--- config.mk ---
export PLATFORM = sky130hd
export DESIGN_NAME = uart_tx_scheduler
export DESIGN_NICKNAME = d
export VERILOG_FILES = /design/src/rtl/uart_tx_scheduler.sv
export SDC_FILE = /design/constraint.sdc
export NUM_CORES = 1
export LEC_CHECK = 0
export ABC_AREA = 0
export CAP_MARGIN = 20
export CORE_MARGIN = 8
export CORE_UTILIZATION = 40
export CTS_CLUSTER_SIZE = 24
export DETAILED_ROUTE_END_ITERATION = 7
export GPL_TIMING_DRIVEN = 0
export PLACE_DENSITY = 0.74
export SLEW_MARGIN = 10
export SYNTH_ARGS = -nofsm -noshare
export SYNTH_HDL_FRONTEND = slang
export SYNTH_SLANG_ARGS = --single-unit
export TNS_END_PERCENT = 20
--- constraint.sdc ---
create_clock -name clk -period 3.02 [get_ports clk]
set_clock_uncertainty 0.2 [all_clocks]
set_input_delay 0.604 -clock clk [delete_from_list [all_inputs] [get_ports clk]]
set_output_delay 0.604 -clock clk [all_outputs]
set_load 0.05 [all_outputs]
--- src/rtl/uart_tx_scheduler.sv ---
// Round-robin scheduler sharing one UART transmitter between two byte sources, with
// between-frame mode reconfiguration. Define UART_SCHED_STATS_EN to build the frame counters.
module uart_tx_scheduler #(
  parameter int BUSY_TIMEOUT  = 4096,
  parameter int SETTLE_CYCLES = 16
) (
  input  logic        clk,
  input  logic        reset,
  input  logic        req0_valid,
  input  logic [7:0]  req0_data,
  output logic        req0_ready,
  input  logic        req1_valid,
  input  logic [7:0]  req1_data,
  output logic        req1_ready,
  output logic [7:0]  tx_data,
  output logic        tx_start,
  input  logic        tx_busy,
  input  logic [7:0]  cfg_in,
  output logic [7:0]  cfg_out,
  output logic        cfg_pulse,
  output logic [1:0]  grant,
  output logic        err_timeout,
  output logic [15:0] count0,
  output logic [15:0] count1,
  output logic [2:0]  dbg_state
);

  localparam int TW = $clog2(BUSY_TIMEOUT + 1);
  localparam int SW = $clog2(SETTLE_CYCLES + 1);
  localparam logic [TW-1:0] TIMER_LAST  = TW'(BUSY_TIMEOUT - 1);
  localparam logic [SW-1:0] SETTLE_LAST = SW'(SETTLE_CYCLES - 1);

  typedef enum logic [2:0] {
    IDLE      = 3'd0,
    START     = 3'd1,
    WAIT_DONE = 3'd2,
    CFG       = 3'd3,
    SETTLE    = 3'd4
  } state_t;

  state_t        state, state_nxt;
  logic          busy_m, busy_s;
  logic [TW-1:0] timer;
  logic [SW-1:0] settle_cnt;
  logic          rr_last;   // source served by the last completed frame (1 = req1)
  logic          pick1;

  // Handshake: a byte moves on a cycle where reqN_valid & reqN_ready; ready is raised
  // only in IDLE, only to the arbitration winner, and only while that source is valid.
  always_comb begin
    state_nxt  = state;
    req0_ready = 1'b0;
    req1_ready = 1'b0;
    pick1      = req1_valid && (!req0_valid || !rr_last);
    case (state)
      IDLE: begin
        if (cfg_in != cfg_out) begin
          state_nxt = CFG;
        end else if (req0_valid || req1_valid) begin
          state_nxt  = START;
          req0_ready = !pick1;
          req1_ready = pick1;
        end
      end
      START: begin
        if (busy_s)                   state_nxt = WAIT_DONE;
        else if (timer >= TIMER_LAST) state_nxt = IDLE;
      end
      WAIT_DONE: if (!busy_s) state_nxt = IDLE;
      CFG:       state_nxt = SETTLE;
      SETTLE:    if (settle_cnt == SETTLE_LAST) state_nxt = IDLE;
      default:   state_nxt = IDLE;
    endcase
  end

  // Derived from state so that an asynchronous reset drops it immediately.
  assign tx_start  = (state == START);
  assign dbg_state = state;

  always_ff @(posedge clk or negedge reset) begin
    if (!reset) begin
      state       <= IDLE;
      busy_m      <= 1'b0;
      busy_s      <= 1'b0;
      timer       <= '0;
      settle_cnt  <= '0;
      rr_last     <= 1'b1;
      tx_data     <= 8'h00;
      grant       <= 2'b00;
      cfg_out     <= 8'h00;
      cfg_pulse   <= 1'b0;
      err_timeout <= 1'b0;
    end else begin
      state      <= state_nxt;
      busy_m     <= tx_busy;
      busy_s     <= busy_m;
      cfg_pulse  <= 1'b0;
      timer      <= (state == START)  ? timer + 1'b1      : '0;
      settle_cnt <= (state == SETTLE) ? settle_cnt + 1'b1 : '0;
      case (state)
        IDLE: begin
          if (req0_ready || req1_ready) begin
            tx_data <= pick1 ? req1_data : req0_data;
            grant   <= pick1 ? 2'b10 : 2'b01;
          end
        end
        START: begin
          // Aborted byte is dropped; rr pointer keeps its previous owner.
          if (!busy_s && timer >= TIMER_LAST) begin
            err_timeout <= 1'b1;
            grant       <= 2'b00;
          end
        end
        WAIT_DONE: begin
          if (!busy_s) begin
            grant   <= 2'b00;
            rr_last <= grant[1];
          end
        end
        CFG: begin
          cfg_out   <= cfg_in;
          cfg_pulse <= 1'b1;
        end
        default: ;
      endcase
    end
  end

`ifdef UART_SCHED_STATS_EN
  always_ff @(posedge clk or negedge reset) begin
    if (!reset) begin
      count0 <= 16'h0000;
      count1 <= 16'h0000;
    end else if (state == WAIT_DONE && !busy_s) begin
      if (grant[0]) count0 <= count0 + 16'h0001;
      if (grant[1]) count1 <= count1 + 16'h0001;
    end
  end
`else
  assign count0 = 16'h0000;
  assign count1 = 16'h0000;
`endif

endmodule

==> run summary, run 1 <==
GRT overflow: 0
CTS root buf: clkbuf_8
Critical path required time: 2220 ps
Post-route ant nets: 0
Distinct cell type count after synthesis: 34
Clock sinks: 44
Nets: 335
Clock period minus worst slack: 2983 ps
Switching share of power: 44.13%
Die Area: 8371 sq um
Finish-stage setup viols: 0
P per Cell Area: 705.2 nW/um^2
WS Path Type: primary input to output pin
Effective utilization at floorplan: 41.40%
# H-tree levels: 2
Die height: 91.50 um
Vias in the first global route: 1742
Yosys reg bits: 44
Routability Congestion: 0.7727
Vias: 1684
DRC: 0
Clock network power share: 15.3%
DRT Wirelength: 4.913 mm
Max FO, Critical Path: 4
Outcome: completed
Comb power frac: 49.0%
N_diodes: 0
Design Power: 2.239 mW
WHS: 113.5 ps
FF-to-FF path depth: 6
DP Area: 3064 sq um
Gr usage total: 11.82%
Core ar.: 5507 sq um
Wire per inst: 13.10 um
Max VDD drop: 624.6 uV
I/O pins: 87
Core Util, Final: 57.65%
Fmax: 335.2 MHz
# rows: 27
Commonest non-fill, non-tap cell in the layout: clkdlybuf4s50_1
Unrepaired setup endpoints after global routing: true
R2r startpoint: cfg_out[6]
Commonest cells after routing, fill and taps aside: clkdlybuf4s50_1 (50), dfrtp_1 (43), buf_4 (34)
Area grow syn2layout: 39.24%
DR iter-0 viols: 50
Vias per Instance: 4.491
Synth Cell Area: 2280 sq um
Final HPWL DP: 3.728 mm
Die Wd: 91.50 um
First-pass GRT wire length: 8.162 mm
Crit. End Element: output pin
Finished Cell Area: 3174 sq um
Register area share after synthesis: 48.35%
Synthesized instance count: 208
Clock Path Buffers: 2
CTS tree: yes
Worst setup SP type: primary input
Syn_area_per_cell: 10.96 sq um
Worst R2R Setup Slack: 630 ps
Fillers: 493
Clk_lat worst skew: 290 ps
Largest net degree at the start of global routing: 26
Setup TNS: 0 ps
Reg power frac: 35.8%
DRT Pass-1 Iters: 5
P_leak: 1.480 nW
Yosys synthesis warning count: 0
CTS clk-pin slew, worst paths: 70 ps
CTS buffer count: 5
Final Hold Violating Endpoints: 0
Reg2reg end: tx_data[2]
P_sw: 987.9 uW
Slew Limit Fails: 0
Initial antenna violation count: 0
Layout cells sized above 1: 26.73%
Slew margin rel.: 60.06%
Period utilization: 98.78%
Max-Cap Viols: 0
Critical path arrival: 2180 ps
Slew @ Worst Pin: 599.2 ps
Worst min path class: primary input to asynchronous set/reset pin
Internal cell power: 1.251 mW
Port bufs: 54
## power groups by stage
stage / sequential [mW] / clock [mW] / combinational (mW)
floorplan: 1.11 / 0 / 0.435
global placement: 0.806 / 0 / 1.06
detailed placement: 0.810 / 0 / 1.07
CTS: 0.800 / 0.357 / 1.09
global route: 0.818 / 0.383 / 1.15
finish: 0.801 / 0.342 / 1.10
## sequential cells by signal (all words and copies together) (netlist names)
name / cells
busy_s: 1
rr_last: 1
busy_m: 1
err_timeout: 1
tx_data: 8
dbg_state: 3
cfg_out: 8
grant: 2
timer: 13
cfg_pulse: 1
settle_cnt: 5
## layout make-up
type                            instances  area [sq um]  area share, %
Sequential cell                        44          1102          34.73
Buffer                                 36         255.2          8.041
Tap cell                               72         90.09          2.838
Multi-Input combinational cell        150          1044          32.87
Timing Repair Buffer                   57         571.8          18.01
Inverter                                9         33.78          1.064
Clock buffer                            6         72.57          2.286
Clock inverter                          1         5.005         0.1577
## worst max path at each step
stage	start	end	slack (ps)	depth (start not counted)
2_1_floorplan	req1_valid	req1_ready	140	3
3_3_place_gp	req1_valid	req1_ready	-920	5
3_5_place_dp	req1_valid	req1_ready	-1020	5
4_1_cts	cfg_in[0]	req1_ready	-90	6
5_1_grt	cfg_in[6]	req0_ready	-50	6
6_report	cfg_in[6]	req0_ready	40	6
## per-stage QoR
step / setup WS (ps) / instances
after floorplan: 141.7 / 239
after global placement: -917.2 / 365
after detailed placement: -1017 / 366
after CTS: -93.73 / 373
after global routing: -52.80 / 375
final: 36.97 / 375
## per-layer routing
layer	track usage [%]	vias to the layer above	part of all wire, %
li1	-	828	-
met4	4.638	0	2.1
met1	11.82	780	37
met3	6.996	10	12
met2	19.69	66	49
met5	0	-	0
## logic make-up (layout without fill, tap and decap cells)
logic type | after synthesis | in the layout | synth area share (%)
flops | 44 | 44 | 48.35
compound gates | 15 | 15 | 4.501
fa+ha+maj | 3 | 3 | 1.647
mux | 25 | 25 | 12.29
other cells | 1 | 32 | 0.1645
xor+xnor | 20 | 20 | 7.684
simple gates | 55 | 55 | 12.68
buf+inv | 45 | 109 | 12.68
## cells in the mapped netlist (all sizes together)
cell type / n / area [sq um]
nor4: 5 / 31.28
nor3: 3 / 26.28
or3: 2 / 12.51
and2: 1 / 6.260
o22ai: 1 / 6.260
o32ai: 1 / 8.760
o31ai: 1 / 7.510
nand3b: 2 / 15.01
mux2: 24 / 270.3
mux2i: 1 / 10.01
dfrtp: 43 / 1076
o21ai: 4 / 20.02
nand2: 8 / 32.54
a21oi: 4 / 20.02
ha: 3 / 37.54
xnor2: 5 / 43.79
nand4: 3 / 18.77
inv: 9 / 33.78
dfstp: 1 / 26.28
xor2: 15 / 131.4
conb: 1 / 3.750
a21boi: 1 / 7.510
nand3: 6 / 30.03
o21bai: 1 / 7.510
o41ai: 1 / 16.27
and3: 2 / 12.51
or3b: 1 / 8.760
nor2: 20 / 75.07
or4b: 2 / 20.02
a31o: 1 / 8.760
clkbuf: 4 / 15.01
buf: 32 / 240.2
## critical path, stage by stage
cell and delay, ps:
clkdlybuf4s50_1 440, xor2_1 170, nor4_2 390, nand2_2 150, nor4_4 220, buf_6 210
## what timing repair did
action	CTS	global route
setup endpoints to repair	3	3
cloned	0	0
hold buffers	0	0
buffers inserted	0	2
gates resized for setup	15	5
pin swaps	2	2
Power figures use the tool's default switching activity.
==> run 2: changes to the inputs <==
--- a/config.mk
+++ b/config.mk
@@ -7,13 +7,12 @@
 export LEC_CHECK = 0
 export ABC_AREA = 0
 export CAP_MARGIN = 20
-export CORE_MARGIN = 8
 export CORE_UTILIZATION = 40
 export CTS_CLUSTER_SIZE = 24
 export DETAILED_ROUTE_END_ITERATION = 7
 export GPL_TIMING_DRIVEN = 0
 export PLACE_DENSITY = 0.74
-export SLEW_MARGIN = 10
+export SLEW_MARGIN = 20
 export SYNTH_ARGS = -nofsm -noshare
 export SYNTH_HDL_FRONTEND = slang
 export SYNTH_SLANG_ARGS = --single-unit
==> run 2 against run 1 <==
First-iteration DRC count decreased by 12%. Worst setup slack improved by 32 ps. Design area increased by 0.87%. Power increased by 1.2%. Critical path depth unchanged. Fmax increased by 1.1%. Non-clock buffer count increased by 3. Count of clock-buffer cells in the layout increased by 2. Register-to-register slack about the same. Routed wire length decreased by 15%. Largest cell class unchanged.
==> run summary, run 2 (same netlist as run 1, synthesis figures left out) <==
Crit-path slowest cell: clkdlybuf4s50_1
Finished Cell Area: 3202 sq um
Core ar.: 5507 sq um
Area grow syn2layout: 40.45%
Die height: 77.50 um
Worst R2R Setup Slack: 630 ps
Wire per inst: 11.06 um
Largest Register: timer
Largest regs: timer x13, cfg_out x8, tx_data x8
Vias in the first global route: 1513
Post-route ant nets: 0
R2r startpoint: cfg_out[6]
Clock Path Buffers: 2
# H-tree levels: 2
Finish-stage setup viols: 0
P per Cell Area: 707.8 nW/um^2
Nets: 338
Clk_lat worst skew: 300 ps
Layout cells sized above 1: 27.36%
WS Path Type: primary input to output pin
First-pass GRT wire length: 6.741 mm
FF-to-FF path depth: 6
CTS tree: yes
Critical path arrival: 2150 ps
Port bufs: 54
Vias per Instance: 4.414
Slew @ Worst Pin: 523.0 ps
N_diodes: 0
Worst setup SP type: primary input
Effective utilization at floorplan: 41.40%
CTS root buf: clkbuf_8
Outcome: completed
Design Power: 2.266 mW
Crit. End Element: output pin
DP Area: 3057 sq um
Fillers: 489
P_leak: 1.496 nW
Slew margin rel.: 65.13%
I/O pins: 87
DR iter-0 viols: 44
DRT Wirelength: 4.193 mm
Gr usage total: 14.33%
Critical path depth: 6
Max incr delay on CP: 430 ps
# rows: 27
Unrepaired setup endpoints after global routing: false
Multi-input combinational cell area: 1044 sq um
Clock period minus worst slack: 2951 ps
Crit path cell chain: clkdlybuf4s50_1 > xor2_1 > nor4_2 > nand2_2 > nor4_4 > buf_6
Max FO, Critical Path: 5
Fmax: 338.9 MHz
DRT Pass-1 Iters: 4
Largest net degree at the start of global routing: 31
Max VDD drop: 634.4 uV
Max-Cap Viols: 0
Slew Limit Fails: 0
Reg2reg end: tx_data[0]
CTS clk-pin slew, worst paths: 80 ps
Worst min path class: primary input to asynchronous set/reset pin
Routability Congestion: 0.7437
Largest register FFs: 13
Inst Count DP: 366
DRC: 0
Worst setup startpoint: cfg_in[6]
Commonest cells after routing, fill and taps aside: clkdlybuf4s50_1 (50), dfrtp_1 (43), buf_4 (38)
Period utilization: 97.72%
Sequential cell area: 1102 sq um
CP Buf/Inv Count: 2
Die Wd: 77.50 um
Cell family with most CP delay: simple AND/OR/NAND/NOR gates
Initial antenna violation count: 0
Critical path required time: 2220 ps
Final Hold Violating Endpoints: 0
CTS buffer count: 5
Vias: 1673
Fin cells: 379
Commonest non-fill, non-tap cell in the layout: clkdlybuf4s50_1
Final HPWL DP: 3.118 mm
GRT overflow: 0
# hold bufs at CTS: 0
Die Area: 6005 sq um
Clock sinks: 44
## run 2: changes by cell type in the layout (fill, tap and decap cells not counted)
cell and delta:
buf_4 +4, buf_12 +1, buf_16 -1, clkbuf_1 +1, clkbuf_4 -1, clkbuf_8 +1, clkinv_2 -1
## run 2: stage by stage
step                      utilization, %  hold slack [ps]  setup TNS [ps]  worst slack, ps
after floorplan                        -            108.4               0            141.7
after global placement             55.24            133.5           -4918           -959.1
after detailed placement           55.51            152.9           -2456           -981.5
after CTS                          57.53            13.16               0            15.16
after global routing               58.15            36.32               0            9.303
final                              58.15            8.385               0            68.93
## run 2: layout make-up
cell class | instances | area share (%)
Inverter | 9 | 1.055
Buffer | 36 | 7.972
Tap cell | 72 | 2.814
Multi-Input combinational cell | 150 | 32.59
Timing Repair Buffer | 60 | 18.33
Clock buffer | 8 | 2.814
Sequential cell | 44 | 34.43
## run 2: how the worst max path moves through the flow
| stage | endpoint | slack, ps |
|---|---|---|
| finish | req0_ready | 70 |
| global route | req0_ready | 9 |
| global placement | req1_ready | -960 |
| detailed placement | req1_ready | -980 |
| CTS | req0_ready | 20 |
| floorplan | req1_ready | 140 |
## run 2: where the power goes
group / internal (mW) / switching (mW) / leakage, nW
Sequential: 0.699 / 0.104 / 0.582
Combinational: 0.399 / 0.683 / 0.868
Clock: 0.187 / 0.194 / 0.0455
Total: 1.28 / 0.982 / 1.50
## run 2: what timing repair did
item                                    CTS  global route
endpoints found under the setup margin    3             3
pin swaps                                 2             3
gates resized for setup                  18             2
setup buffers                             0             5
## run 2: per-layer routing
metal	global-route usage, %	share of wire [%]	up-vias
li1	-	-	835
met1	17.10	42	768
met2	24.07	49	64
met3	4.353	6.8	6
met4	5.660	1.4	0
met5	0	0	-
==> run 3: changes to the inputs <==
--- a/config.mk
+++ b/config.mk
@@ -5,9 +5,8 @@
 export SDC_FILE = /design/constraint.sdc
 export NUM_CORES = 1
 export LEC_CHECK = 0
-export ABC_AREA = 0
-export CAP_MARGIN = 20
 export CORE_UTILIZATION = 40
+export CTS_CLUSTER_DIAMETER = 60
 export CTS_CLUSTER_SIZE = 24
 export DETAILED_ROUTE_END_ITERATION = 7
 export GPL_TIMING_DRIVEN = 0
==> results of run 3 <==
The final DEF is identical to that of run 2; final timing and power are the same.
